## config.mk

```make
export PLATFORM = sky130hd
export DESIGN_NAME = mux_sel_scanner
export DESIGN_NICKNAME = d
export VERILOG_FILES = /design/src/rtl/mux_sel_scanner.sv
export SDC_FILE = /design/constraint.sdc
export NUM_CORES = 1
export LEC_CHECK = 0
export CORE_MARGIN = 4
export CORE_UTILIZATION = 48
export DETAILED_ROUTE_END_ITERATION = 8
export PLACE_DENSITY = 0.8
export SLEW_MARGIN = 15
export SYNTH_ARGS = -nofsm -noshare
export SYNTH_HDL_FRONTEND = slang
export SYNTH_SLANG_ARGS = --single-unit
```

## constraint.sdc

```tcl
create_clock -name iClk -period 2.4 [get_ports iClk]
set_input_delay 0.24 -clock iClk [delete_from_list [all_inputs] [get_ports iClk]]
set_output_delay 0.24 -clock iClk [all_outputs]
set_load 0.03 [all_outputs]
```

## src/rtl/mux_sel_scanner.sv

```systemverilog
// rtl/mux_sel_scanner.sv - round-robin select sequencer for the 4-to-1 channel mux
// Optional build macro: MUX_SEL_FIXED_PRIO_EN (fixed priority, channel 0 highest)
module mux_sel_scanner #(
    parameter int DWELL_W = 4
) (
    input  logic               iClk,
    input  logic               iRst_n,
    input  logic               iEn,
    input  logic [3:0]         iReq,
    input  logic [DWELL_W-1:0] iDwell,
    input  logic               iReady,
    output logic [1:0]         oSel,
    output logic [3:0]         oGrant,
    output logic               oValid,
    output logic               oSwitch
);

    typedef enum logic {
        S_IDLE = 1'b0,
        S_HOLD = 1'b1
    } state_t;

    state_t             r_state;
    logic [1:0]         r_sel;
    logic [3:0]         r_grant;
    logic               r_valid;
    logic               r_switch;
    logic [DWELL_W-1:0] r_cnt;
    logic [1:0]         r_ptr;

    state_t             w_state_nxt;
    logic [1:0]         w_sel_nxt;
    logic [3:0]         w_grant_nxt;
    logic               w_valid_nxt;
    logic               w_switch_nxt;
    logic [DWELL_W-1:0] w_cnt_nxt;
    logic [1:0]         w_ptr_nxt;

    logic [1:0]         w_start;
    logic [1:0]         w_idx;
    logic [1:0]         w_pick;
    logic               w_found;
    logic               w_load;
    logic [DWELL_W-1:0] w_dwell_load;

`ifdef MUX_SEL_FIXED_PRIO_EN
    assign w_start = 2'd0;
`else
    // The current owner is the last candidate, so a sole requester is re-granted.
    assign w_start = r_ptr + 2'd1;
`endif

    // A dwell of zero would never expire; treat it as a single transfer.
    assign w_dwell_load = (iDwell == '0) ? DWELL_W'(1) : iDwell;

    // Circular search for the first requesting channel starting at w_start.
    always_comb begin
        w_found = 1'b0;
        w_pick  = 2'd0;
        w_idx   = 2'd0;
        for (int i = 0; i < 4; i++) begin
            w_idx = w_start + 2'(i);
            if (!w_found && iReq[w_idx]) begin
                w_found = 1'b1;
                w_pick  = w_idx;
            end
        end
    end

    // Next-state and next-output decode; abort outranks the last transfer.
    always_comb begin
        w_state_nxt  = r_state;
        w_sel_nxt    = r_sel;
        w_grant_nxt  = r_grant;
        w_valid_nxt  = r_valid;
        w_switch_nxt = 1'b0;
        w_cnt_nxt    = r_cnt;
        w_ptr_nxt    = r_ptr;
        w_load       = 1'b0;

        case (r_state)
            S_IDLE: begin
                w_valid_nxt = 1'b0;
                w_grant_nxt = 4'b0000;
                w_load      = iEn && w_found;
            end
            S_HOLD: begin
                if (!iEn || !iReq[r_sel]) begin
                    w_state_nxt = S_IDLE;
                    w_valid_nxt = 1'b0;
                    w_grant_nxt = 4'b0000;
                end else if (iReady) begin
                    if (r_cnt <= DWELL_W'(1)) begin
                        if (w_found) begin
                            w_load = 1'b1;
                        end else begin
                            w_state_nxt = S_IDLE;
                            w_valid_nxt = 1'b0;
                            w_grant_nxt = 4'b0000;
                        end
                    end else begin
                        w_cnt_nxt = r_cnt - DWELL_W'(1);
                    end
                end
            end
            default: begin
                w_state_nxt = S_IDLE;
                w_valid_nxt = 1'b0;
                w_grant_nxt = 4'b0000;
            end
        endcase

        if (w_load) begin
            w_state_nxt  = S_HOLD;
            w_sel_nxt    = w_pick;
            w_grant_nxt  = 4'b0001 << w_pick;
            w_valid_nxt  = 1'b1;
            w_switch_nxt = 1'b1;
            w_cnt_nxt    = w_dwell_load;
            w_ptr_nxt    = w_pick;
        end
    end

    // State and registered outputs; reset clears outputs immediately.
    always_ff @(posedge iClk or negedge iRst_n) begin
        if (!iRst_n) begin
            r_state  <= S_IDLE;
            r_sel    <= 2'd0;
            r_grant  <= 4'b0000;
            r_valid  <= 1'b0;
            r_switch <= 1'b0;
            r_cnt    <= '0;
            r_ptr    <= 2'd3;
        end else begin
            r_state  <= w_state_nxt;
            r_sel    <= w_sel_nxt;
            r_grant  <= w_grant_nxt;
            r_valid  <= w_valid_nxt;
            r_switch <= w_switch_nxt;
            r_cnt    <= w_cnt_nxt;
            r_ptr    <= w_ptr_nxt;
        end
    end

    assign oSel    = r_sel;
    assign oGrant  = r_grant;
    assign oValid  = r_valid;
    assign oSwitch = r_switch;

endmodule
```

## Word-level counts from Yosys, hierarchy flattened

Cells that the tools add are included.
W data, S select, Z words.

- Bitwise logic cells: 1
- Multiplexer cells: 47
- Magnitude comparators: 6
- Reductions and logical operators: 15
- Equality and inequality tests: 5
- Shifts and indexed selects: 1
- Add/subtract/negate cells: 5

Operators with widths:

| cell | count |
|---|---|
| $mux W4 | 11 |
| $mux W1 | 24 |
| $lt A2 B3 Y1 const B | 5 |
| $bmux W1 S2 | 5 |
| $mux W2 | 4 |
| $ne A4 B2 Y1 const B | 2 |
| $pmux W4 S2 | 1 |
| $logic_not A1 Y1 | 5 |
| $add A2 B1 Y2 const B | 2 |
| $add A2 B2 Y2 const B | 2 |
| $le A4 B1 Y1 const B | 1 |
| $logic_and A1 B1 Y1 | 4 |
| $logic_not A4 Y1 | 1 |
| $ne A2 B2 Y1 const B | 2 |
| $ne A4 B1 Y1 const B | 1 |
| $pmux W1 S2 | 2 |
| $reduce_and A4 Y1 | 1 |
| $reduce_bool A2 Y1 | 2 |
| $shl A1 B2 Y4 const A | 1 |
| $sub A4 B1 Y4 const B | 1 |
| $reduce_and A3 Y1 | 1 |
| $logic_or A1 B1 Y1 | 1 |
| $not A1 Y1 | 1 |

- Logic and storage cells: 87
- Input port bits: 12
- Output and inout bits: 8
- Bits in registers: 15

## Depth between registers and ports, before layout

- Word-level depth: 20
- Mapped depth: 7
- Mapped depth without buffers: 7

## Worst setup path after synthesis

No wires, ideal clock.

- Path type: register to register
- Start: register r_sel[1] (netlist: oSel[1])
- End: register r_sel[1] (netlist: oSel[1])
- Required time: 2.275 ns
- Clock period less this slack: 2.112 ns
- Path buffers: 1
- Arrival: 1.987 ns
- Slack: 0.288 ns
- Setup time: 0.125 ns
- Stages on the path, launching flop included: 7
- Cells stage by stage: dfrtp_1 mux2i_1 a2bb2oi_2 or4_4 a21oi_4 buf_12 mux2_4

- Cells in the longest elaborated chain, start to end: 6

RTL lines:

| item | RTL line | text |
|---|---|---|
| start, declared | 24 | `logic [1:0] r_sel;` |
| start signal, assigned | 136 | `r_sel <= w_sel_nxt;` |
| $bmux W1 S2 | 88 | `if (!iEn \|\| !iReq[r_sel]) begin` |
| $mux W1 (implied by the code) | 88 |  |
| $logic_not A1 Y1 | 88 |  |
| $logic_or A1 B1 Y1 | 88 |  |
| $mux W1 | 88 |  |
| $pmux W1 S2 | 81 | `case (r_state)` |
| net w_load | 43 | `logic w_load;` |

The timed path passes the listed nets, and every way through them passes these cells. The select of a mux whose other input is x is not followed.
A chain may end at the register's enable or synchronous reset.

## Final worst setup path

- Start: register r_sel[1] (netlist: oSel[1])
- End: register r_sel[0] (netlist: oSel[0])

- Cells in the longest elaborated chain, start to end: 6

RTL lines:

| item | RTL line |
|---|---|
| $bmux W1 S2 | 88 |
| $mux W1 (implied by the code) | 88 |
| $logic_not A1 Y1 | 88 |
| $logic_or A1 B1 Y1 | 88 |
| $mux W1 | 88 |
| $pmux W1 S2 | 81 |

No other way between the ends. The select of a mux whose other input is x is not followed.

==> reports/results.txt <==
Mean Syn Cell Area: 11.1 µm²
Post-DR wirelength/cell: 13.1 µm
Max-Cap Viols: 0
Final period demand of the worst path: 2.08 ns
LEAKAGE: 0.000502 µW
Die area: 2600 µm²
Pwr Density: 1060 nW/µm²
Row cnt: 15
# setup viols final: 0
Gr usage total: 15.0%
Final Hold Slack: 0.356 ns
Via count: 693
Gp weighted congestion: 0.735
CTS max path bufs: 2
Clk slew on worst S/H paths: 0.08 ns
Synth Net Count: 94
Synth top cells by count: 13 x dfrtp_1, 10 x nand2_1, 8 x mux2i_1
Status: complete, no violations
CTS Root Cell: clkbuf_4
Post-synthesis simple-gate area fraction: 15.9%
Main combinational cell family by area after synthesis: multiplexers
Critical path required time: 2.56 ns
Vias/cell: 5.13
Largest net degree at the start of global routing: 16
Hold buffer count at CTS: 0
Adder-cell area share of the yosys netlist: 2.82%
Initial antenna violation count: 0
Setup TNS Final: 0 ns
I/O Pins: 20
Async SR Flop Fraction: 100%
WL final: 1780 µm
Library cells used by synthesis: 32
Synth warnings: 0
Vias in the first global route: 727
Synth Flop Type: dfrtp_1
Worst setup EP type: flip-flop
Dpl hpwl: 1450 µm
Post-synth EDFFs: 0
Post-synth top area share: 36.7%
Die Ht: 51.0 µm
ANT cells: 0
Core area: 1750 µm²
Final period utilization: 86.5%
Synth Register Bits: 15
Sequential share of the synthesized area: 42.6%
Fin. max-slew vios: 0
Post-synth top area cell: dfrtp_1
First-pass GRT wire length: 3040 µm
Final Skew: 0.00271 ns
Port Buffers: 19
1st-iter DRT viols: 3
Synth Area in Compound Gates: 12.1%
Top cells by area, synth: dfrtp_1 37%, mux2i_1 9.0%, mux2_2 7.6%, dfstp_2 5.9%, nand2_1 4.2%
Setup WS post-layout: 0.324 ns
Final nets: 125
Initial Util: 50.8%
Grt ovf: 0
TritonCTS clock tree: built
Number of fill cells in the layout: 140
Dpl cell area: 1150 µm²
Crit Path Category: reg -> reg
H-tree Lvls: 1
Critical-path maximum fanout: 11
Synth Area in XOR/XNOR: 2.96%
Util after Layout: 67.3%
Dpl ws: 0.0646 ns
Critical path arrival: 2.24 ns
Post-route ant nets: 0
Final hold violations: 0
Die X: 51.0 µm
Drt first pass iters: 4
Maximum vdd ir drop: 0.658 mV
CTS Sinks: 15
DR DRC count: 0
Most frequent cell after synthesis: dfrtp_1
Setup bufs post-CTS: 0
Type of the worst min-delay path: in -> async
Rel. slew slack: 57.7%
Clock Latency Late Sink: 0.27 ns
Worst-Margin Slew: 0.632 ns
Cts bufs inserted: 3
Cts repair resizes: 0
Synthesis-to-layout area growth: 32.4%
Share of cells above drive strength 1: 24.5%
Netlist Area Pre-Place: 887 µm²
Final instance area: 1170 µm²
Multiplexer area fraction after synthesis: 20.0%
Startpoint Class: flip-flop
Highest clock rate: 482 MHz
RSZ-0062 raised after global routing: no
Post-Synthesis Cells: 80
==> layout by cell type, fill, tap and decap left out, types with 2 or more instances in the layout <==
master / netlist / routed
clkdlybuf4s50_1: 0 / 19
dfrtp_1: 13 / 13
nand2_1: 10 / 10
mux2i_1: 8 / 8
buf_4: 0 / 8
mux2_2: 6 / 6
nor2_1: 4 / 4
inv_1: 3 / 3
clkbuf_4: 0 / 3
a211oi_1: 2 / 2
a21oi_1: 2 / 2
o21ai_0: 2 / 2
nand2b_1: 2 / 2
nor3b_1: 2 / 2
xor2_1: 2 / 2
mux2_4: 2 / 2
nor3_1: 2 / 2
ha_1: 2 / 2
dfstp_2: 2 / 2
==> worst max-delay path, cell delays in order (launching register included) <==
cell and delay [ns]:
dfrtp_1 0.44, mux2i_1 0.18, a2bb2oi_2 0.17, or4_4 0.44, a21oi_4 0.36, mux2_2 0.38
==> path summary, 6_finish.rpt <==
path | start | endpoint | slack [ns] | depth (start not counted)
max | oSel[1]$_DFFE_PN0P_ | oSel[0]$_DFFE_PN0P_ | 0.32 | 5
min | iRst_n | r_state$_DFF_PN0_ | 0.36 | 1
max reg2reg | oSel[1]$_DFFE_PN0P_ | oSel[0]$_DFFE_PN0P_ | 0.32 | 5
min reg2reg | oValid$_DFFE_PN0P_ | oValid$_DFFE_PN0P_ | 0.50 | 1
max in group asynchronous | iRst_n | oGrant[0]$_DFFE_PN0P_ | 1.64 | 1
min in group iClk | oValid$_DFFE_PN0P_ | oValid$_DFFE_PN0P_ | 0.50 | 1
==> sequential cells by signal, summed over array words and instances, names as in the netlist <==
name / cells
r_cnt: 4
oSwitch: 1
r_ptr: 2
r_state: 1
oSel: 2
oValid: 1
oGrant: 4
==> area by class of cell <==
cell class | instances | area [µm²] | area share (%)
Clock buffer | 4 | 26.3 | 2.24
Sequential cell | 15 | 378 | 32.2
Timing Repair Buffer | 27 | 250 | 21.3
Multi-Input combinational cell | 61 | 478 | 40.7
Tap cell | 25 | 31.3 | 2.66
Inverter | 3 | 11.3 | 0.958
==> cells by family (layout without fill, tap and decap cells) <==
| group | count (synthesis) | count (layout) |
|---|---|---|
| buffers and inverters | 4 | 34 |
| XOR/XNOR | 3 | 3 |
| multiplexers | 16 | 16 |
| AO/OA/AOI/OAI | 13 | 13 |
| adder cells (fa/ha/maj) | 2 | 2 |
| flip-flops | 15 | 15 |
| AND/OR/NAND/NOR | 27 | 27 |
==> report_power, final <==
part           internal (µW)  switching, µW  leakage [µW]
clock                   64.3           73.2     0.0000150
combinational            331            296      0.000304
sequential               367            110      0.000183
==> routing by layer <==
| layer | GRT usage, % | routed length, µm | vias to the layer above |
|---|---|---|---|
| met5 | 0 | 0 | - |
| met3 | 2.04 | 35 | 0 |
| met1 | 19.2 | 801 | 335 |
| met2 | 26.4 | 938 | 10 |
| met4 | 4.04 | 0 | 0 |
| li1 | - | - | 348 |
==> stage by stage <==
step / cells / total power (µW)
after CTS: 135 / 1260
final: 135 / 1240
after detailed placement: 131 / 1110
after floorplan: 80 / 898
after global routing: 135 / 1340
after global placement: 131 / 1090
Power figures use the tool's default switching activity.
==> RTL change: new RTL, config.mk and constraints unchanged <==
The option `MUX_SEL_FIXED_PRIO_EN` is turned on by a define.
--- a/src/rtl/mux_sel_scanner.sv
+++ b/src/rtl/mux_sel_scanner.sv
@@ -1,4 +1,6 @@
 // rtl/mux_sel_scanner.sv - round-robin select sequencer for the 4-to-1 channel mux
 // Optional build macro: MUX_SEL_FIXED_PRIO_EN (fixed priority, channel 0 highest)
+`define MUX_SEL_FIXED_PRIO_EN
+
 module mux_sel_scanner #(
     parameter int DWELL_W = 4
Behaviour: not the same (Yosys sat finds a counterexample within 4 cycles, from zero or initial values and one cycle with iRst_n low).
==> RTL change against the original RTL <==
Utilization down 1.2 points. Area after synthesis fell by 8.2%. Register-to-register slack improved by 0.27 ns. Setup slack improved by 0.26 ns. Cell area down 12%. Largest cell class unchanged. Critical endpoint is now r_cnt[2]$_DFFE_PN0P_. Wire length shrank 14%. Power fell by 32%. Sequential cell count down 2.
==> RTL change: results <==
[sta]
worst_pin_slew_ns = 0.583
fmax_mhz = 551
holdWs_ns = 0.330
fin_worst_skew_ns = 0.00528

[setup_path]
worstPathArrival_ns = 1.98
crit_path_start = "iReq[0]"
worstSetupPathType = "in2reg"
timing.rr.start = "oSel[1]$_DFFE_PN0P_"
max_stage_delay_ns = 0.54
r2r_cells = 5
cp_slowest_cell = "o41a_4"
critPathMaxFanout = 6
crit_end = "r_cnt[2]$_DFFE_PN0P_"
rrSetupSlack_ns = 0.59

[synthesis]
synthesis.nets = 84
synth-seq-area-share_pct = 39.9
synth-xor-area-share_pct = 2.15
synthMuxAreaShare_pct = 19.2
synth_edf_count = 0
avgSynthCellArea_um2 = 11.6
synth_commonest_cells = "13 x dfrtp_1, 9 x nand2_1, 7 x mux2i_1"
synth.distinct_cells = 26
synth_compound_area_share_pct = 14.6
synthTopCellsByArea = "dfrtp_1 40%, mux2_4 9.2%, mux2i_1 8.6%"
synthAdderAreaFrac_pct = 3.07

[cts]
htree_levels = 1
root_buffer = "clkbuf_4"
cts_buffers = 3

[grt]
grt_pass1_vias = 564
met3_usage_pct = 3.06
met1_usage_pct = 19.2
grt_use_met2_pct = 20.5
grt_usage_pct = 14.2
grt_pass1_wl_mm = 2.54
grt_start_max_net_pins = 14

[status]
status = "finished, final reports clean"

[place]
pre_cts_ws_ns = 0.290
placed_cell_area_um2 = 1000
dpl.cell_count = 104
hpwl_mm = 1.24
place.gp.congestion = 0.719

[power]
peakVddDrop_uv = 409
cellLeakagePower_nw = 0.477
p_comb_share_pct = 45.2
netSwitchingFraction_pct = 36.5
p_clk_mw = 0.135
total_power_mw = 0.844

[detailed_routing]
routedWlPerCell_um = 14.1
firstDrtPassIters = 4
first_iter_violations = 11
route.met2.wl_um = 709
routed_via_density = 5.36
vias = 579
wl_met1_um = 720
highest_layer = "met4"
wl_met3_um = 49

[layout]
fin_nets = 107
final_layout_size_suffix_gt1_share_pct = 19.6
-- RTL change: changes by cell type after synthesis, moves of 2 or more --
cell and change:
nand2b_1 -2, xor2_1 -2, nor2_1 +2, mux2_4 +3, a211oi_1 -2, a21oi_1 -2
nor3b_1 -2, dfstp_2 -2, mux2_2 -5, nor2b_1 +2
-- RTL change: kinds of logic after synthesis --
| kind of cell | Yosys count |
|---|---|
| flip-flops | 13 |
| AO/OA/AOI/OAI | 8 |
| adder cells (fa/ha/maj) | 2 |
| multiplexers | 13 |
| AND/OR/NAND/NOR | 27 |
| XOR/XNOR | 2 |
| buffers and inverters | 5 |
-- RTL change: final cells by class --
cell class / count / area (µm²)
Fill cell: 128 / 528
Multi-Input combinational cell: 52 / 454
Sequential cell: 13 / 325
Timing Repair Buffer: 19 / 190
Clock buffer: 4 / 26.3
Tap cell: 16 / 20.0
Inverter: 4 / 15.0
